===== src/rtl/instr_sequencer.sv =====
// Instruction sequencer: program counter, instruction register and control-state
// register, with fetch stalling while a requested instruction word is not yet valid.
module instr_sequencer #(
  parameter int PC_W   = 8,
  parameter int RST_PC = 0
) (
  input  logic            clk,
  input  logic            rst_n,
  input  logic [3:0]      NS,
  input  logic [1:0]      PS,
  input  logic            IL,
  input  logic [15:0]     instr_in,
  input  logic            instr_valid,
  input  logic [PC_W-1:0] jump_addr,
  output logic [PC_W-1:0] pc,
  output logic [3:0]      state,
  output logic [3:0]      opcode,
  output logic [3:0]      DR,
  output logic [3:0]      SA,
  output logic [3:0]      SB,
  output logic            stall
);

  localparam logic [PC_W-1:0] RST_PC_V = PC_W'(RST_PC);

  typedef enum logic [1:0] {
    PC_HOLD   = 2'b00,
    PC_INC    = 2'b01,
    PC_BRANCH = 2'b10,
    PC_JUMP   = 2'b11
  } pc_ctl_e;

  logic [PC_W-1:0] pc_q;
  logic [PC_W-1:0] pc_next;
  logic [15:0]     ir_q;
  logic [3:0]      state_q;
  logic            stall_q;
  logic            advance;

  // Branch offset is the 8-bit signed field {DR,SB}; sign-extended or truncated to PC_W.
  function automatic logic [PC_W-1:0] branch_target(input logic [PC_W-1:0] base,
                                                    input logic [15:0]     ir);
    logic signed [7:0] off;
    off = signed'({ir[11:8], ir[3:0]});
    return base + PC_W'(off);
  endfunction

  assign advance = !(IL && !instr_valid);

  always_comb begin
    pc_next = pc_q;
    unique case (pc_ctl_e'(PS))
      PC_HOLD:   pc_next = pc_q;
      PC_INC:    pc_next = pc_q + PC_W'(1);
      PC_BRANCH: pc_next = branch_target(pc_q, ir_q);
      PC_JUMP:   pc_next = jump_addr;
      default:   pc_next = pc_q;
    endcase
  end

  // A pending fetch freezes every register except stall until the word arrives.
  always_ff @(posedge clk or negedge rst_n) begin
    if (!rst_n) begin
      pc_q    <= RST_PC_V;
      ir_q    <= 16'h0000;
      state_q <= 4'h0;
      stall_q <= 1'b0;
    end else if (advance) begin
      pc_q    <= pc_next;
      state_q <= NS;
      stall_q <= 1'b0;
      if (IL) ir_q <= instr_in;
    end else begin
      stall_q <= 1'b1;
    end
  end

  assign pc     = pc_q;
  assign state  = state_q;
  assign stall  = stall_q;
  assign opcode = ir_q[15:12];
  assign DR     = ir_q[11:8];
  assign SA     = ir_q[7:4];
  assign SB     = ir_q[3:0];

endmodule


===== config.mk =====
export PLATFORM = sky130hd
export DESIGN_NAME = instr_sequencer
export DESIGN_NICKNAME = d
export VERILOG_FILES = /design/src/rtl/instr_sequencer.sv
export SDC_FILE = /design/constraint.sdc
export NUM_CORES = 1
export LEC_CHECK = 0
export ABC_CLOCK_PERIOD_IN_PS = 2580
export CELL_PAD_IN_SITES_DETAIL_PLACEMENT = 1
export CELL_PAD_IN_SITES_GLOBAL_PLACEMENT = 2
export CORE_MARGIN = 2
export CORE_UTILIZATION = 25
export CTS_CLUSTER_SIZE = 8
export DETAILED_ROUTE_END_ITERATION = 10
export GPL_TIMING_DRIVEN = 0
export PLACE_DENSITY = 0.81
export SLEW_MARGIN = 20
export SYNTH_ARGS = -nofsm -noshare
export SYNTH_HDL_FRONTEND = slang
export SYNTH_SLANG_ARGS = --single-unit

===== constraint.sdc =====
create_clock -name clk -period 2.58 [get_ports clk]
set_input_delay 0.516 -clock clk [delete_from_list [all_inputs] [get_ports clk]]
set_output_delay 0.516 -clock clk [all_outputs]
set_load 0.01 [all_outputs]

==> flow_summary.html, run 1 <==
<table>
<tr><th>Metric</th><th>Value</th></tr>
<tr><th colspan="2">Outcome</th></tr>
<tr><td>Status</td><td>complete, no violations</td></tr>
<tr><th colspan="2">Clock network</th></tr>
<tr><td>Number of CTS-inserted buffers</td><td>5</td></tr>
<tr><td>Clock tree from TritonCTS</td><td>done</td></tr>
<tr><td>Maximum count of clock buffers along a single path</td><td>2</td></tr>
<tr><td>Number of levels in the clock H-tree</td><td>2</td></tr>
<tr><td>Clk sinks</td><td>29</td></tr>
<tr><td>Clock slew seen by the registers of the worst setup and hold paths</td><td>approximately 0.070 ns</td></tr>
<tr><td>Root buffer cell</td><td>sky130_fd_sc_hd__clkbuf_8</td></tr>
<tr><td>Clock insertion delay at the later pin of the skew report</td><td>approximately 0.28 ns</td></tr>
<tr><th colspan="2">Timing</th></tr>
<tr><td>Post-route setup TNS</td><td>0 ns</td></tr>
<tr><td>Final-report max-slew violation count</td><td>0</td></tr>
<tr><td>Number of hold violations in the final report</td><td>0</td></tr>
<tr><td>Measured slew at the worst slew-check pin</td><td>0.6751 ns</td></tr>
<tr><td>Time the worst path needs with I/O delays and setup</td><td>2.234 ns</td></tr>
<tr><td>Worst hold slack after final layout</td><td>0.2699 ns</td></tr>
<tr><td>Peak Freq</td><td>between 400 and 500 MHz</td></tr>
<tr><td>Count of final setup violators</td><td>0</td></tr>
<tr><td>Relative slew margins</td><td>0.5499</td></tr>
<tr><td>Crit share post-route</td><td>0.8660</td></tr>
<tr><td>Final clock skew</td><td>0.005315 ns</td></tr>
<tr><td>RSZ-0062 raised after global routing</td><td>no</td></tr>
<tr><th colspan="2">Die</th></tr>
<tr><td>Area enclosed by the die boundary</td><td>a little under 7000 µm²</td></tr>
<tr><td>Placement Rows</td><td>28</td></tr>
<tr><td>Y dimension of the die</td><td>~80 µm</td></tr>
<tr><td>Initial Utilization</td><td>0.2585</td></tr>
<tr><td>Core region area</td><td>between 5000 and 6000 µm²</td></tr>
<tr><td>Die Wd</td><td>about 82 µm</td></tr>
<tr><td>Ports</td><td>63</td></tr>
<tr><th colspan="2">Finish</th></tr>
<tr><td>Fraction of final layout cells sized beyond drive strength 1</td><td>0.1896</td></tr>
<tr><td>Multi-input gate area</td><td>roughly 780 µm²</td></tr>
<tr><td>Cell area after layout</td><td>between 2000 and 2500 µm²</td></tr>
<tr><td>Area added between synthesis and finish</td><td>54.36%</td></tr>
<tr><td>Number of fill cells in the layout</td><td>slightly below 700</td></tr>
<tr><td>Most common cell after layout, fill and taps aside</td><td>sky130_fd_sc_hd__clkdlybuf4s50_1</td></tr>
<tr><td>Most frequent cells in the layout</td><td>sky130_fd_sc_hd__clkdlybuf4s50_1, sky130_fd_sc_hd__dfrtp_1, sky130_fd_sc_hd__mux2_2</td></tr>
<tr><td>Final standard cell count with taps included and fillers excluded</td><td>286</td></tr>
<tr><td>Sequential cell area</td><td>about 730 µm²</td></tr>
<tr><td>Layout net count</td><td>roughly 250</td></tr>
<tr><td>Total inserted antenna cells</td><td>0</td></tr>
<tr><th colspan="2">Synth</th></tr>
<tr><td>Post-synth design cell area</td><td>1521 µm²</td></tr>
<tr><td>Gate count after technology mapping</td><td>139</td></tr>
<tr><td>Number of enable flip-flop cells after synthesis</td><td>0</td></tr>
<tr><td>Synth warnings</td><td>0</td></tr>
<tr><td>Dominant register cell in the synthesized netlist</td><td>sky130_fd_sc_hd__dfrtp_1</td></tr>
<tr><td>Flip-flop and latch count after synthesis</td><td>29</td></tr>
<tr><td>Synth Area per Inst</td><td>10.95 µm²</td></tr>
<tr><td>Distinct cell type count of the synthesized netlist</td><td>35</td></tr>
<tr><td>Cell type with the highest aggregate area in the netlist</td><td>sky130_fd_sc_hd__dfrtp_1</td></tr>
<tr><td>Post-synthesis sequential area ratio</td><td>0.4770</td></tr>
<tr><td>Cells taking the most area after synthesis</td><td>sky130_fd_sc_hd__dfrtp_1, sky130_fd_sc_hd__mux2_2, sky130_fd_sc_hd__ha_1</td></tr>
<tr><td>Post-synth net total</td><td>around 180</td></tr>
<tr><td>Share of Yosys cell area claimed by the top area cell type</td><td>0.4770</td></tr>
<tr><td>Ys async rst share</td><td>1.000</td></tr>
<tr><th colspan="2">Drt</th></tr>
<tr><td>Total wirelength of the detailed-routed design</td><td>4.044 mm</td></tr>
<tr><td>Avg WL per Cell</td><td>between 10 and 15 µm</td></tr>
<tr><td>DRC violation total after the first TritonRoute iteration</td><td>24</td></tr>
<tr><td>Remaining antenna violation count after routing</td><td>0</td></tr>
<tr><td>Vias per cell</td><td>around 4.6</td></tr>
<tr><td>DR pass1 iterations</td><td>4</td></tr>
<tr><td>Routed vias</td><td>~1300</td></tr>
<tr><td>DRC</td><td>0</td></tr>
<tr><th colspan="2">Worst setup path</th></tr>
<tr><td>Endpoint required time on the critical path</td><td>around 2.8 ns</td></tr>
<tr><td>Crit path buffers/inverters</td><td>2</td></tr>
<tr><td>Sort of element at the end of the critical path</td><td>register</td></tr>
<tr><td>Critical-path top delay cell</td><td>sky130_fd_sc_hd__a211oi_2</td></tr>
<tr><td>CP delay by family, top</td><td>compound AO/OA/AOI/OAI gates</td></tr>
<tr><td>Worst Path Class, Setup</td><td>in -&gt; reg</td></tr>
<tr><td>Setup slack on the worst flop-to-flop path</td><td>0.59 ns</td></tr>
<tr><td>Worst setup SP type</td><td>input pin</td></tr>
<tr><td>Data arrival time of the worst path</td><td>2.45 ns</td></tr>
<tr><td>Maximum net fanout on the critical path</td><td>5</td></tr>
<tr><td>Largest stage delay on the critical path</td><td>0.31 ns</td></tr>
<tr><td>List of cells traversed by the critical path</td><td>dlymetal6s2s_1 &gt; and2b_4 &gt; nand2_2 &gt; inv_1 &gt; ha_1 &gt; a211oi_2 &gt; nor3_1 &gt; a211o_1 &gt; a211oi_1 &gt; nand3b_1</td></tr>
<tr><th colspan="2">Global routing</th></tr>
<tr><td>Most heavily used metal layer in global routing</td><td>met2</td></tr>
<tr><td>Vias in the first global route</td><td>about 1400</td></tr>
<tr><td>Overflow after GRT</td><td>0</td></tr>
<tr><td>Wire length of the first global-routing pass</td><td>between 6 and 7 mm</td></tr>
<tr><td>Global Route met3 Usage</td><td>0.05165</td></tr>
<tr><td>Global Route met2 Usage</td><td>0.2293</td></tr>
<tr><td>Met1 track demand over resource in global routing</td><td>0.1438</td></tr>
<tr><td>Initial antenna violation count</td><td>0</td></tr>
<tr><td>Overall routing resource usage</td><td>0.1297</td></tr>
<tr><td>Pin count of the biggest net entering global routing</td><td>30</td></tr>
<tr><th colspan="2">Placed design</th></tr>
<tr><td>IO buf count</td><td>62</td></tr>
<tr><td>Detailed-placement wirelength estimate</td><td>slightly above 3 mm</td></tr>
<tr><td>Post-placement cell area</td><td>approximately 2200 µm²</td></tr>
<tr><td>Placer Congestion</td><td>around 0.75</td></tr>
<tr><td>Placed instance count</td><td>276</td></tr>
<tr><th colspan="2">Power and ir drop</th></tr>
<tr><td>VDD IR max</td><td>approximately 0.00038 V</td></tr>
<tr><td>Leakage power of the design</td><td>~1 nW</td></tr>
<tr><td>Pwr Density</td><td>723.5 nW/µm²</td></tr>
<tr><td>PnR Total Power</td><td>between 1.5 and 2 mW</td></tr>
<tr><th colspan="2">Flow run</th></tr>
<tr><td>Number of max-cap violations</td><td>0</td></tr>
<tr><th colspan="2">Min path</th></tr>
<tr><td>Hold Path Class</td><td>in -&gt; async</td></tr>
</table>
==> layer usage <==
| metal | vias to the layer above | part of all wire |
|---|---|---|
| met2 | 34 | 0.53 |
| met5 | - | 0 |
| met4 | 0 | 0.010 |
| met1 | 652 | 0.39 |
| li1 | 638 | - |
| met3 | 5 | 0.069 |
==> cells by family after synthesis <==
logic type / after synthesis / synth area share
AO/OA/AOI/OAI: 28 / 0.1209
XOR/XNOR: 2 / 0.01152
adder cells (fa/ha/maj): 8 / 0.07072
buffers and inverters: 8 / 0.02385
flip-flops: 29 / 0.4770
multiplexers: 20 / 0.1480
AND/OR/NAND/NOR: 44 / 0.1480
==> final timing paths <==
kind / startpoint / to / cells past startpoint
min in group clk: state[2]$_DFFE_PN0N_ / state[2]$_DFFE_PN0N_ / 1
hold / removal: rst_n / ir_q[0]$_DFFE_PN0P_ / 1
setup reg to reg: ir_q[1]$_DFFE_PN0P_ / pc[7]$_DFFE_PN0P_ / 8
setup / recovery: PS[0] / pc[7]$_DFFE_PN0P_ / 10
hold reg to reg: state[2]$_DFFE_PN0N_ / state[2]$_DFFE_PN0N_ / 1
max in group asynchronous: rst_n / pc[4]$_DFFE_PN0P_ / 1
==> registers in the layout, summed over array words and instances, names as in the netlist <==
signal / count
ir_q: 16
pc: 8
stall: 1
state: 4
==> report_power, final <==
part	switching, mW	internal, mW	total, mW
clock	0.179	0.187	0.365
combinational	0.309	0.403	0.712
sequential	0.0719	0.550	0.621
==> final cells by class <==
| type | instances | area share |
|---|---|---|
| Clock buffer | 6 | 0.03090 |
| Tap cell | 75 | 0.03996 |
| Sequential cell | 29 | 0.3090 |
| Timing Repair Buffer | 63 | 0.2674 |
| Buffer | 4 | 0.009057 |
| Clock inverter | 2 | 0.004262 |
| Multi-Input combinational cell | 103 | 0.3330 |
| Inverter | 4 | 0.006393 |
==> cells in the mapped netlist (all sizes together), types with 2 or more instances <==
cell type and instances:
inv 4, a21oi 5, a31oi 2, o21ai 8, ha 7, nor2b 3, or2 2, o211ai 2
nand2 10, nor2 8, and2 6, nand3 6, xnor2 2, dfrtp 29, a21o 2, mux2 20
buf 3, nand2b 2, nor3 4, a211oi 4
==> worst reg2reg max path, cell delays in order (launching register included) <==
cell	delay, ns
sky130_fd_sc_hd__dfrtp_1	0.40
sky130_fd_sc_hd__nand2_2	0.10
sky130_fd_sc_hd__inv_1	0.05
sky130_fd_sc_hd__ha_1	0.29
sky130_fd_sc_hd__a211oi_2	0.31
sky130_fd_sc_hd__nor3_1	0.13
sky130_fd_sc_hd__a211o_1	0.30
sky130_fd_sc_hd__a211oi_1	0.22
sky130_fd_sc_hd__nand3b_1	0.13
==> metrics by stage <==
stage	setup slack, ns	util
after floorplan	0.3811	-
after global placement	-0.4024	0.3799
after detailed placement	-0.4157	0.3790
after CTS	0.004826	0.3956
after global routing	0.2194	0.3990
final	0.3456	0.3990
==> what timing repair did <==
action                     in CTS  in global routing
cloned                          0                  1
hold buffers                    0                  0
pin swaps                       1                  3
setup buffers                   1                  0
setup endpoints to repair       2                  3
gates resized for setup         4                  4
(Power assumes the default switching activity.)
==> run 2: changes to the inputs <==
- CTS_BUF_LIST: default -> sky130_fd_sc_hd__clkbuf_16
- REMOVE_ABC_BUFFERS: default -> 1
==> run 2 against run 1 <==
  * Sequential share of layout area shrank 0.72 points
  * Worst hold slack gained 0.012 ns
  * Final cell count shrank 1.0%
  * Fmax shrank 4.4%
  * Combinational power grew 3%
  * Wire length grew 0.79%
  * Die area is the same
  * Largest cell class unchanged
  * Highest routed layer unchanged
==> flow_summary.html, run 2 (synthesis results as in run 1) <==
<table>
<tr><th>Metric</th><th>Value</th></tr>
<tr><th colspan="2">Outcome</th></tr>
<tr><td>Status</td><td>complete, no violations</td></tr>
<tr><th colspan="2">Power and ir drop</th></tr>
<tr><td>Sw Share</td><td>0.3128</td></tr>
<tr><td>VDD IR max</td><td>a little under 0.0004 V</td></tr>
<tr><td>PnR Total Power</td><td>1.908 mW</td></tr>
<tr><td>Clock network fraction of total power</td><td>0.286</td></tr>
<tr><td>Leakage power of the design</td><td>roughly 1.0 nW</td></tr>
<tr><td>Net switching power figure</td><td>597.0 µW</td></tr>
<tr><td>Internal portion of total power</td><td>between 1 and 1.5 mW</td></tr>
<tr><td>Pwr Density</td><td>between 700 and 800 nW/µm²</td></tr>
<tr><td>Portion of total power attributed to sequential cells</td><td>0.331</td></tr>
<tr><td>Portion of total power attributed to combinational logic</td><td>0.383</td></tr>
<tr><th colspan="2">Timing</th></tr>
<tr><td>Number of hold violations in the final report</td><td>0</td></tr>
<tr><td>Count of final setup violators</td><td>0</td></tr>
<tr><td>Final clock skew</td><td>~0.0017 ns</td></tr>
<tr><td>Time the worst path needs with I/O delays and setup</td><td>roughly 2.3 ns</td></tr>
<tr><td>RSZ-0062 raised after global routing</td><td>no</td></tr>
<tr><td>Measured slew at the worst slew-check pin</td><td>0.6777 ns</td></tr>
<tr><td>Relative slew margins</td><td>0.5471</td></tr>
<tr><td>Crit share post-route</td><td>0.9056</td></tr>
<tr><td>Worst hold slack after final layout</td><td>0.2822 ns</td></tr>
<tr><td>Peak Freq</td><td>around 430 MHz</td></tr>
<tr><td>Final Worst Setup Slack</td><td>between 0.2 and 0.25 ns</td></tr>
<tr><td>Post-route setup TNS</td><td>0 ns</td></tr>
<tr><td>Final-report max-slew violation count</td><td>0</td></tr>
<tr><th colspan="2">Drt</th></tr>
<tr><td>Total wirelength of the detailed-routed design</td><td>between 4 and 5 mm</td></tr>
<tr><td>DRC violation total after the first TritonRoute iteration</td><td>37</td></tr>
<tr><td>DR pass1 iterations</td><td>3</td></tr>
<tr><td>DRC</td><td>0</td></tr>
<tr><td>Routed vias</td><td>about 1300</td></tr>
<tr><td>Remaining antenna violation count after routing</td><td>0</td></tr>
<tr><td>Vias per cell</td><td>4.643</td></tr>
<tr><td>Avg WL per Cell</td><td>around 14 µm</td></tr>
<tr><th colspan="2">Clock network</th></tr>
<tr><td>Clk sinks</td><td>29</td></tr>
<tr><td>Number of CTS-inserted buffers</td><td>5</td></tr>
<tr><td>Number of levels in the clock H-tree</td><td>2</td></tr>
<tr><td>Maximum count of clock buffers along a single path</td><td>2</td></tr>
<tr><td>Clock slew seen by the registers of the worst setup and hold paths</td><td>about 0.050 ns</td></tr>
<tr><td>Clock tree from TritonCTS</td><td>done</td></tr>
<tr><td>Clock insertion delay at the later pin of the skew report</td><td>around 0.27 ns</td></tr>
<tr><td>Root buffer cell</td><td>sky130_fd_sc_hd__clkbuf_16</td></tr>
<tr><th colspan="2">Global routing</th></tr>
<tr><td>Vias in the first global route</td><td>1432</td></tr>
<tr><td>Pin count of the biggest net entering global routing</td><td>30</td></tr>
<tr><td>Overall routing resource usage</td><td>0.1343</td></tr>
<tr><td>Initial antenna violation count</td><td>0</td></tr>
<tr><td>Wire length of the first global-routing pass</td><td>roughly 6.8 mm</td></tr>
<tr><td>Overflow after GRT</td><td>0</td></tr>
<tr><th colspan="2">Worst setup path</th></tr>
<tr><td>Largest stage delay on the critical path</td><td>about 0.40 ns</td></tr>
<tr><td>Worst reg2reg startpoint</td><td>ir_q[0]$_DFFE_PN0P_</td></tr>
<tr><td>Endpoint required time on the critical path</td><td>2.74 ns</td></tr>
<tr><td>Crit path buffers/inverters</td><td>2</td></tr>
<tr><td>Maximum net fanout on the critical path</td><td>6</td></tr>
<tr><td>Critical Path Start</td><td>PS[0]</td></tr>
<tr><td>Worst Path Class, Setup</td><td>in -&gt; reg</td></tr>
<tr><td>Critical-path top delay cell</td><td>sky130_fd_sc_hd__fa_1</td></tr>
<tr><td>Setup slack on the worst flop-to-flop path</td><td>0.56 ns</td></tr>
<tr><td>List of cells traversed by the critical path</td><td>dlygate4sd2_1 &gt; and2b_4 &gt; nand2b_1 &gt; ha_4 &gt; inv_1 &gt; fa_1 &gt; nor2b_2 &gt; o2111ai_1 &gt; nand4b_1 &gt; xnor2_1 &gt; a311oi_1</td></tr>
<tr><td>Worst setup SP type</td><td>input pin</td></tr>
<tr><td>CP delay by family, top</td><td>simple AND/OR/NAND/NOR gates</td></tr>
<tr><td>Sort of element at the end of the critical path</td><td>register</td></tr>
<tr><td>Data arrival time of the worst path</td><td>2.50 ns</td></tr>
<tr><th colspan="2">Placed design</th></tr>
<tr><td>Placer Congestion</td><td>0.8008</td></tr>
<tr><td>Detailed-placement wirelength estimate</td><td>roughly 3.1 mm</td></tr>
<tr><td>Placement Setup Slack</td><td>-0.5105 ns</td></tr>
<tr><td>IO buf count</td><td>62</td></tr>
<tr><th colspan="2">Die</th></tr>
<tr><td>Area enclosed by the die boundary</td><td>between 6000 and 7000 µm²</td></tr>
<tr><td>Core region area</td><td>5886 µm²</td></tr>
<tr><td>Placement Rows</td><td>28</td></tr>
<tr><td>Die Wd</td><td>roughly 82 µm</td></tr>
<tr><td>Ports</td><td>63</td></tr>
<tr><td>Initial Utilization</td><td>0.2585</td></tr>
<tr><td>Y dimension of the die</td><td>around 80 µm</td></tr>
<tr><th colspan="2">Finish</th></tr>
<tr><td>Most common cell after layout, fill and taps aside</td><td>sky130_fd_sc_hd__clkdlybuf4s50_1</td></tr>
<tr><td>Flip-flop count of the largest register after layout</td><td>16</td></tr>
<tr><td>Fraction of final layout cells sized beyond drive strength 1</td><td>0.1875</td></tr>
<tr><td>Register containing the most flip-flops in the final layout</td><td>ir_q</td></tr>
<tr><td>Layout net count</td><td>approximately 250</td></tr>
<tr><td>Area added between synthesis and finish</td><td>58.06%</td></tr>
<tr><td>Most frequent cells in the layout</td><td>sky130_fd_sc_hd__clkdlybuf4s50_1, sky130_fd_sc_hd__dfrtp_1, sky130_fd_sc_hd__mux2_2</td></tr>
<tr><td>Total inserted antenna cells</td><td>0</td></tr>
<tr><th colspan="2">Flow run</th></tr>
<tr><td>Number of max-cap violations</td><td>0</td></tr>
<tr><th colspan="2">Min path</th></tr>
<tr><td>Hold Path Class</td><td>in -&gt; async</td></tr>
</table>
-- run 2: routing by layer --
layer  up-vias  track usage  wire length [µm]
li1        631            -                 -
met1       639       0.1486              1652
met2        39       0.2309              2039
met3         5      0.06044               329
met4         0      0.04000                55
met5         -            0                 0
-- run 2: cell type report --
cell class | count | area, µm²
Clock buffer | 5 | 125.1
Clock inverter | 3 | 13.76
Fill cell | 660 | 3481
Inverter | 4 | 15.01
Multi-Input combinational cell | 102 | 792.0
Sequential cell | 29 | 725.7
Tap cell | 75 | 93.84
Timing Repair Buffer | 65 | 639.4
-- run 2: power by group through the flow --
stage / clock network [mW] / logic, mW / registers, mW
after detailed placement: 0 / 0.706 / 0.637
after global placement: 0 / 0.688 / 0.633
final: 0.545 / 0.731 / 0.632
after CTS: 0.562 / 0.720 / 0.632
after global routing: 0.576 / 0.818 / 0.646
after floorplan: 0 / 0.331 / 0.663
-- run 2: worst reg2reg max path: stages (launching register included) --
cell and delay, ns:
sky130_fd_sc_hd__dfrtp_1 0.35, sky130_fd_sc_hd__nand2b_1 0.15, sky130_fd_sc_hd__ha_4 0.16, sky130_fd_sc_hd__inv_1 0.06
sky130_fd_sc_hd__fa_1 0.40, sky130_fd_sc_hd__nor2b_2 0.17, sky130_fd_sc_hd__o2111ai_1 0.12, sky130_fd_sc_hd__nand4b_1 0.13
sky130_fd_sc_hd__xnor2_1 0.08, sky130_fd_sc_hd__a311oi_1 0.29
-- run 2: final timing paths --
kind	depth (start not counted)	to
setup / recovery	11	pc[6]$_DFFE_PN0P_
hold / removal	1	state[1]$_DFFE_PN0N_
setup reg to reg	9	pc[6]$_DFFE_PN0P_
hold reg to reg	1	state[3]$_DFFE_PN0N_
max in group asynchronous	1	pc[7]$_DFFE_PN0P_
min in group clk	1	state[3]$_DFFE_PN0N_
-- run 2: metrics by stage --
step	cell area [µm²]	std cells	util
2_1_floorplan	1500	135	-
3_3_place_gp	2215	272	0.3763
3_5_place_dp	2210	272	0.3754
4_1_cts	2377	283	0.4039
5_1_grt	2405	283	0.4086
6_report	2405	283	0.4086
-- run 2: timing repair --
action / in CTS / in global routing
endpoints found under the setup margin: 3 / 3
hold buffers: 0 / 0
buffers inserted: 3 / 0
pin swaps: 2 / 3
endpoints found under the hold margin: 0 / 0
resized for setup: 5 / 5
cloned: 0 / 0
==> run 3: changes to the inputs <==
- ABC_AREA: default -> 1
- CORE_UTILIZATION: 25 -> 34
- DONT_BUFFER_PORTS: default -> 1
- PLACE_DENSITY: 0.81 -> 0.8
- RECOVER_POWER: default -> 25
==> run 3 against run 2 <==
  * The run now ends with capacitance limit, slew limit left
  * Non-clock buffer count shrank 64
  * Sequential power increased by 6.3%
  * Combinational power fell by 42%
  * Global-route usage grew 2.7 points
  * Core utilization decreased by 0.37 points
  * Register-to-register slack better by 0.10 ns
  * Synthesized cell count up 37%
  * First-iteration DRC count fell by 22%
  * Die area down 22%
  * Critical path type unchanged
  * Critical endpoint unchanged
==> flow_summary.html, run 3 <==
<table>
<tr><th>Metric</th><th>Value</th></tr>
<tr><th colspan="2">Power and ir drop</th></tr>
<tr><td>PnR Total Power</td><td>1.761 mW</td></tr>
<tr><td>VDD IR max</td><td>approximately 0.00042 V</td></tr>
<tr><td>Pwr Density</td><td>about 1000 nW/µm²</td></tr>
<tr><td>Leakage power of the design</td><td>just over 0.9 nW</td></tr>
<tr><th colspan="2">Synth</th></tr>
<tr><td>Top cells by count, synth</td><td>sky130_fd_sc_hd__nand2_1, sky130_fd_sc_hd__dfrtp_1, sky130_fd_sc_hd__inv_1, sky130_fd_sc_hd__nor2_1, sky130_fd_sc_hd__a21oi_1</td></tr>
<tr><td>Gate count after technology mapping</td><td>190</td></tr>
<tr><td>Post-synthesis sequential area ratio</td><td>0.4545</td></tr>
<tr><td>Cell type with the highest aggregate area in the netlist</td><td>sky130_fd_sc_hd__dfrtp_1</td></tr>
<tr><td>Dominant register cell in the synthesized netlist</td><td>sky130_fd_sc_hd__dfrtp_1</td></tr>
<tr><td>Post-synth design cell area</td><td>approximately 1600 µm²</td></tr>
<tr><td>Distinct cell type count of the synthesized netlist</td><td>20</td></tr>
<tr><td>Share of Yosys cell area claimed by the top area cell type</td><td>0.4545</td></tr>
<tr><td>Ys async rst share</td><td>1.000</td></tr>
<tr><td>Number of enable flip-flop cells after synthesis</td><td>0</td></tr>
<tr><td>Flip-flop and latch count after synthesis</td><td>29</td></tr>
<tr><td>Synth warnings</td><td>0</td></tr>
<tr><td>Cells taking the most area after synthesis</td><td>sky130_fd_sc_hd__dfrtp_1, sky130_fd_sc_hd__nand2_1, sky130_fd_sc_hd__mux2_2</td></tr>
<tr><td>Most frequent cell after synthesis</td><td>sky130_fd_sc_hd__nand2_1</td></tr>
<tr><td>Synth Area per Inst</td><td>~8.4 µm²</td></tr>
<tr><th colspan="2">Finish</th></tr>
<tr><td>Layout net count</td><td>around 240</td></tr>
<tr><td>Most common cell after layout, fill and taps aside</td><td>sky130_fd_sc_hd__nand2_1</td></tr>
<tr><td>Area added between synthesis and finish</td><td>12.70%</td></tr>
<tr><td>Total inserted antenna cells</td><td>0</td></tr>
<tr><td>Number of fill cells in the layout</td><td>between 500 and 600</td></tr>
<tr><td>Fraction of final layout cells sized beyond drive strength 1</td><td>0.1179</td></tr>
<tr><td>Sequential cell area</td><td>a little over 700 µm²</td></tr>
<tr><td>Register containing the most flip-flops in the final layout</td><td>ir_q</td></tr>
<tr><td>Final standard cell count with taps included and fillers excluded</td><td>between 200 and 250</td></tr>
<tr><td>Most frequent cells in the layout</td><td>sky130_fd_sc_hd__nand2_1, sky130_fd_sc_hd__dfrtp_1, sky130_fd_sc_hd__inv_1, sky130_fd_sc_hd__nor2_1, sky130_fd_sc_hd__a21oi_1</td></tr>
<tr><td>Multi-input gate area</td><td>between 700 and 800 µm²</td></tr>
<tr><td>Flip-flop count of the largest register after layout</td><td>16</td></tr>
<tr><th colspan="2">Die</th></tr>
<tr><td>Initial Utilization</td><td>0.3592</td></tr>
<tr><td>Core region area</td><td>about 4400 µm²</td></tr>
<tr><td>Placement Rows</td><td>24</td></tr>
<tr><td>Y dimension of the die</td><td>about 73 µm</td></tr>
<tr><td>Ports</td><td>63</td></tr>
<tr><td>Area enclosed by the die boundary</td><td>between 5000 and 6000 µm²</td></tr>
<tr><td>Die Wd</td><td>between 70 and 80 µm</td></tr>
<tr><th colspan="2">Worst setup path</th></tr>
<tr><td>Sort of element at the end of the critical path</td><td>register</td></tr>
<tr><td>Worst setup SP type</td><td>input pin</td></tr>
<tr><td>Data arrival time of the worst path</td><td>between 2 and 2.5 ns</td></tr>
<tr><td>Destination of the worst register-to-register timing path</td><td>pc[6]$_DFFE_PN0P_</td></tr>
<tr><td>Worst Path Class, Setup</td><td>in -&gt; reg</td></tr>
<tr><td>Endpoint required time on the critical path</td><td>~2.8 ns</td></tr>
<tr><td>Worst reg2reg startpoint</td><td>ir_q[0]$_DFFE_PN0P_</td></tr>
<tr><td>Setup slack on the worst flop-to-flop path</td><td>~0.66 ns</td></tr>
<tr><td>Length in cells of the worst reg-to-reg path</td><td>12</td></tr>
<tr><td>Maximum net fanout on the critical path</td><td>6</td></tr>
<tr><th colspan="2">Clock network</th></tr>
<tr><td>Clock tree from TritonCTS</td><td>done</td></tr>
<tr><td>Root buffer cell</td><td>sky130_fd_sc_hd__clkbuf_16</td></tr>
<tr><td>Number of levels in the clock H-tree</td><td>2</td></tr>
<tr><td>Clock insertion delay at the later pin of the skew report</td><td>roughly 0.28 ns</td></tr>
<tr><td>Clk sinks</td><td>29</td></tr>
<tr><td>Number of CTS-inserted buffers</td><td>5</td></tr>
<tr><td>Maximum count of clock buffers along a single path</td><td>2</td></tr>
<tr><td>Quantity of gates resized following cts</td><td>0</td></tr>
<tr><td>Clock slew seen by the registers of the worst setup and hold paths</td><td>0.06 ns</td></tr>
<tr><th colspan="2">Timing</th></tr>
<tr><td>Measured slew at the worst slew-check pin</td><td>between 1.5 and 2 ns</td></tr>
<tr><td>Count of final setup violators</td><td>0</td></tr>
<tr><td>Number of hold violations in the final report</td><td>0</td></tr>
<tr><td>Post-route setup TNS</td><td>0 ns</td></tr>
<tr><td>Final-report max-slew violation count</td><td>30</td></tr>
<tr><td>Time the worst path needs with I/O delays and setup</td><td>about 2.0 ns</td></tr>
<tr><td>Relative slew margins</td><td>-0.04300</td></tr>
<tr><td>Final clock skew</td><td>between 0.005 and 0.006 ns</td></tr>
<tr><td>Final Worst Setup Slack</td><td>0.5870 ns</td></tr>
<tr><td>RSZ-0062 raised after global routing</td><td>no</td></tr>
<tr><td>Crit share post-route</td><td>0.7725</td></tr>
<tr><td>Peak Freq</td><td>around 500 MHz</td></tr>
<tr><th colspan="2">Placed design</th></tr>
<tr><td>Placer Congestion</td><td>around 0.84</td></tr>
<tr><td>Placed instance count</td><td>between 200 and 250</td></tr>
<tr><td>Detailed-placement wirelength estimate</td><td>between 2 and 3 mm</td></tr>
<tr><td>IO buf count</td><td>0</td></tr>
<tr><td>Placement Setup Slack</td><td>around 0.28 ns</td></tr>
<tr><th colspan="2">Drt</th></tr>
<tr><td>Uppermost metal layer occupied by signal nets</td><td>met4</td></tr>
<tr><td>Total wirelength of the detailed-routed design</td><td>about 3.9 mm</td></tr>
<tr><td>Post-Route M1 WL</td><td>1.520 mm</td></tr>
<tr><td>Remaining antenna violation count after routing</td><td>0</td></tr>
<tr><td>Total met3 wirelength after detailed routing</td><td>between 300 and 400 µm</td></tr>
<tr><td>Met2 Wirelength</td><td>1.917 mm</td></tr>
<tr><td>DRC</td><td>0</td></tr>
<tr><td>DR pass1 iterations</td><td>4</td></tr>
<tr><td>Vias per cell</td><td>between 5 and 6</td></tr>
<tr><td>Routed vias</td><td>~1300</td></tr>
<tr><td>Avg WL per Cell</td><td>15.69 µm</td></tr>
<tr><td>DRC violation total after the first TritonRoute iteration</td><td>29</td></tr>
<tr><th colspan="2">Global routing</th></tr>
<tr><td>Overflow after GRT</td><td>0</td></tr>
<tr><td>Wire length of the first global-routing pass</td><td>6.430 mm</td></tr>
<tr><td>Initial antenna violation count</td><td>0</td></tr>
<tr><td>Pin count of the biggest net entering global routing</td><td>30</td></tr>
<tr><td>Vias in the first global route</td><td>1430</td></tr>
<tr><td>Overall routing resource usage</td><td>0.1614</td></tr>
<tr><th colspan="2">Min path</th></tr>
<tr><td>Hold Path Class</td><td>in -&gt; reg</td></tr>
<tr><td>Worst Hold Depth</td><td>1</td></tr>
<tr><td>Worst Hold End</td><td>stall$_DFF_PN0_</td></tr>
<tr><td>Launch instance of the worst min-delay path</td><td>instr_valid</td></tr>
<tr><th colspan="2">Flow run</th></tr>
<tr><td>Number of max-cap violations</td><td>1</td></tr>
<tr><th colspan="2">Outcome</th></tr>
<tr><td>Violated checks</td><td>capacitance limit, slew limit</td></tr>
<tr><td>Status</td><td>complete, but fails checks</td></tr>
</table>
-- run 3: kinds of logic after synthesis --
group | share of synthesized area
and+or+nand+nor | 0.2469
buffers and inverters | 0.08073
DFF | 0.4545
AOI/OAI and AO/OA | 0.07289
muxes | 0.07759
adders and majority gates | 0.06740
-- run 3: repair_timing --
item | CTS | global route
hold buffers | 1 | 0
buffers inserted | 0 | 0
hold endpoints to repair | 29 | 0
-- run 3: per-layer routing --
| layer | vias up | global-route usage |
|---|---|---|
| met1 | 610 | 0.1678 |
| met2 | 50 | 0.2798 |
| li1 | 607 | - |
| met3 | 7 | 0.08194 |
| met5 | - | 0 |
| met4 | 0 | 0.05556 |
-- run 3: worst max-delay path: stages --
cell and delay, ns:
sky130_fd_sc_hd__inv_1 0.03, sky130_fd_sc_hd__nor2_1 0.04, sky130_fd_sc_hd__inv_1 0.16, sky130_fd_sc_hd__or2_1 0.15
sky130_fd_sc_hd__ha_1 0.19, sky130_fd_sc_hd__inv_1 0.07, sky130_fd_sc_hd__fa_1 0.35, sky130_fd_sc_hd__inv_1 0.08
sky130_fd_sc_hd__nand2_1 0.08, sky130_fd_sc_hd__nand2_1 0.12, sky130_fd_sc_hd__nand3b_1 0.12, sky130_fd_sc_hd__nand3_1 0.09
sky130_fd_sc_hd__nand3_1 0.08, sky130_fd_sc_hd__nand2_1 0.07, sky130_fd_sc_hd__nand2_1 0.05
-- run 3: report_power, final --
group | switching [mW] | internal, mW
clock network | 0.214 | 0.451
logic | 0.248 | 0.176
registers | 0.129 | 0.543
-- run 3: worst max-delay path by stage --
stage | slack (ns) | endpoint | startpoint
floorplan | 0.58 | pc[6]$_DFFE_PN0P_ | PS[1]
global placement | 0.35 | pc[6]$_DFFE_PN0P_ | PS[1]
detailed placement | 0.28 | pc[6]$_DFFE_PN0P_ | PS[1]
CTS | 0.57 | pc[6]$_DFFE_PN0P_ | PS[1]
global route | 0.38 | pc[6]$_DFFE_PN0P_ | PS[1]
finish | 0.59 | pc[6]$_DFFE_PN0P_ | PS[1]
-- run 3: cell type report --
| cell class | count | area share |
|---|---|---|
| Multi-Input combinational cell | 132 | 0.4124 |
| Sequential cell | 29 | 0.4033 |
| Clock buffer | 5 | 0.06954 |
| Inverter | 25 | 0.05355 |
| Tap cell | 52 | 0.03616 |
| Clock inverter | 3 | 0.02295 |
| Timing Repair Buffer | 1 | 0.002086 |
-- run 3: through the flow --
step / util / instance area (µm²) / hold WS (ns)
finish: 0.4048 / 1799 / 0.3144
detailed placement: 0.3666 / 1629 / 0.2210
global route: 0.4048 / 1799 / 0.3078
global placement: 0.3666 / 1629 / 0.2212
floorplan: - / 1564 / 0.2204
CTS: 0.4085 / 1815 / 0.05640
==> RTL change, RTL diff (flow settings as in run 1) <==
Reset style: synchronous (`rst_n`), changed in one clocked block.
--- a/src/rtl/instr_sequencer.sv
+++ b/src/rtl/instr_sequencer.sv
@@ -59,7 +59,7 @@
   end
 
   // A pending fetch freezes every register except stall until the word arrives.
-  always_ff @(posedge clk or negedge rst_n) begin
+  always_ff @(posedge clk) begin
     if (!rst_n) begin
       pc_q    <= RST_PC_V;
       ir_q    <= 16'h0000;
Behaviour: differs if rst_n is asserted again (counterexample within 4 cycles, from zero or initial values and one cycle with rst_n low); with rst_n held inactive, the same outputs for 10 cycles.
==> RTL change against run 1 <==
Global-route usage increased by 0.83 points. Cell count increased by 16%. Routed wire length increased by 14%. Die area increased by 2.4%. First-iteration DRC count increased by 92%. Sequential cell count unchanged. Maximum frequency decreased by 7.9%. Worst setup slack got worse by 0.19 ns. Final area increased by 0.91%. Area after synthesis increased by 2.5%. Count of clock-buffer cells in the layout increased by 1. Largest cell class unchanged. Highest routed layer unchanged.
Power is not compared: it rests on default switching activity, and its combinational part moved more than twofold at a synthesized area within 25%.
==> RTL change: results <==
set metrics [dict create \
    yosysSeqAreaShare_pct 37.21 \
    grt_usage_pct 13.80 \
    hold_class "flip-flop to flip-flop" \
    layout-drive-gt1-share_pct 7.752 \
    cp_top_family "simple AND/OR/NAND/NOR gates" \
    r2r-start "ir_q[1]" \
    hp-start "ir_q[14]" \
    synth.distinct_cells 39 \
    place_area_um2 2265 \
    io_buffer_count 61 \
    crit_fanout 10 \
    grt_start_max_net_pins 11 \
    finalClockSkew_ns 0.004831 \
    drt_wl_total_um 4620 \
    synth_area_leaders "dfxtp_1 (37%), nand2_1 (11%), ha_1 (5.6%)" \
    grt_pass1_vias 1584 \
    run_status "finished clean" \
    gp_congestion 0.7248 \
    cts.clk_slew.worst_paths_ns 0.06 \
    viasPerCell 4.706 \
    clockBufferDepth 2 \
    yosys-top-cells-count "nand2_1 (44), dfxtp_1 (29), a21boi_1 (10)" \
    largest_reg_flops 16 \
    setup_violations 0 \
    regMostFlops "ir_q" \
    grt_pass1_wl_um 7631 \
    worstHoldEndpoint "ir_q[14]" \
    yosys_warnings 0 \
    tightest_slew_ns 0.5113 \
    async_reset_ff_share_pct 0 \
    regToRegSetupSlack_ns 0.64 \
    cp_slowest_cell "or4_4" \
    vdd_drop_max_uv 278.2 \
    drtIter0Drc 46 \
    arrival_ns 2.65 \
    synthesis.nets 231 \
    first_pass_iters 4 \
    n_antenna_cell 0 \
    timing.rr.end "pc[7]" \
    critPathMaxStageDelay_ns 0.51 \
    dp_hpwl_um 3583 \
    fin_nets 300 \
    antenna_found_initial 0 \
    rr_worst_depth 8 \
]
-- RTL change: cell count changes after synthesis, moves of 3 or more --
cell and delta:
nor2b_1 +5, o21a_1 +3, nand2_1 +34, dfrtp_1 -29, o211a_1 +3, clkbuf_1 +6
a21boi_0 +6, dfxtp_1 +29, a21boi_1 +9, mux2i_1 +5, mux2_2 -20
-- RTL change: cell type report --
class                      instances  area, um^2
clock buffer                       7       86.33
buffer                            10       43.79
sequential                        29       580.6
tap                               75       93.84
timing repair buffer              62       611.8
inverter                           3       11.26
fill                             724        3621
multi-input combinational        147       942.2
-- RTL change: what timing repair did --
item,CTS,global route
resized for setup,2,7
hold buffers,0,0
setup endpoints to repair,3,3
setup buffers,0,1
cloned,0,0
pin swaps,0,2
-- RTL change: layer usage --
metal / GRT usage [%] / up-vias / share of wire (%)
li1: - / 796 / -
met1: 16.28 / 722 / 44
met2: 22.36 / 42 / 47
met3: 6.163 / 7 / 8.1
met4: 4.471 / 0 / 1.1
met5: 0 / - / 0
-- RTL change: metrics by stage --
step | TNS [ns] | setup slack (ns) | util, % | instances | hold WS, ns
3_3_place_gp | -1.511 | -0.5020 | 37.80 | 325 | 0.4409
4_1_cts | 0 | 0.01307 | 39.20 | 332 | 0.4568
6_report | 0 | 0.1551 | 39.56 | 333 | 0.4538
2_1_floorplan | 0 | 0.2226 | - | 189 | 0.4792
5_1_grt | -0.009305 | -0.009305 | 39.56 | 333 | 0.4746
3_5_place_dp | -1.676 | -0.5184 | 37.80 | 325 | 0.4502
-- RTL change: cells by family (layout without fill, tap and decap cells) --
family | Yosys count | after routing | synth area share [%]
and+or+nand+nor | 81 | 81 | 24.46
AOI/OAI and AO/OA | 52 | 52 | 24.14
DFF | 29 | 29 | 37.21
buffers and inverters | 13 | 82 | 3.529
adders and majority gates | 8 | 8 | 6.896
muxes | 5 | 5 | 3.208
xor gates and xnor gates | 1 | 1 | 0.5614
-- RTL change: where the power goes --
part	total (mW)	internal [mW]	switching [mW]	leakage, nW
sequential	0.500	0.477	0.0226	0.239
combinational	0.257	0.145	0.112	0.669
clock	0.379	0.211	0.168	0.0443
total	1.14	0.834	0.302	0.952
-- RTL change: tightest hold or removal path, stage by stage, from the launching register on --
cell and delay, ns:
dfxtp_1 0.31, nand2_1 0.05, a21boi_1 0.05
-- RTL change: worst max-delay path by stage --
stage,startpoint,endpoint,slack (ns)
global route,PS[0],pc[7],-0.009
detailed placement,PS[1],pc[7],-0.52
CTS,PS[1],pc[7],0.01
floorplan,PS[1],pc[7],0.22
finish,PS[0],pc[7],0.16
global placement,PS[1],pc[7],-0.50
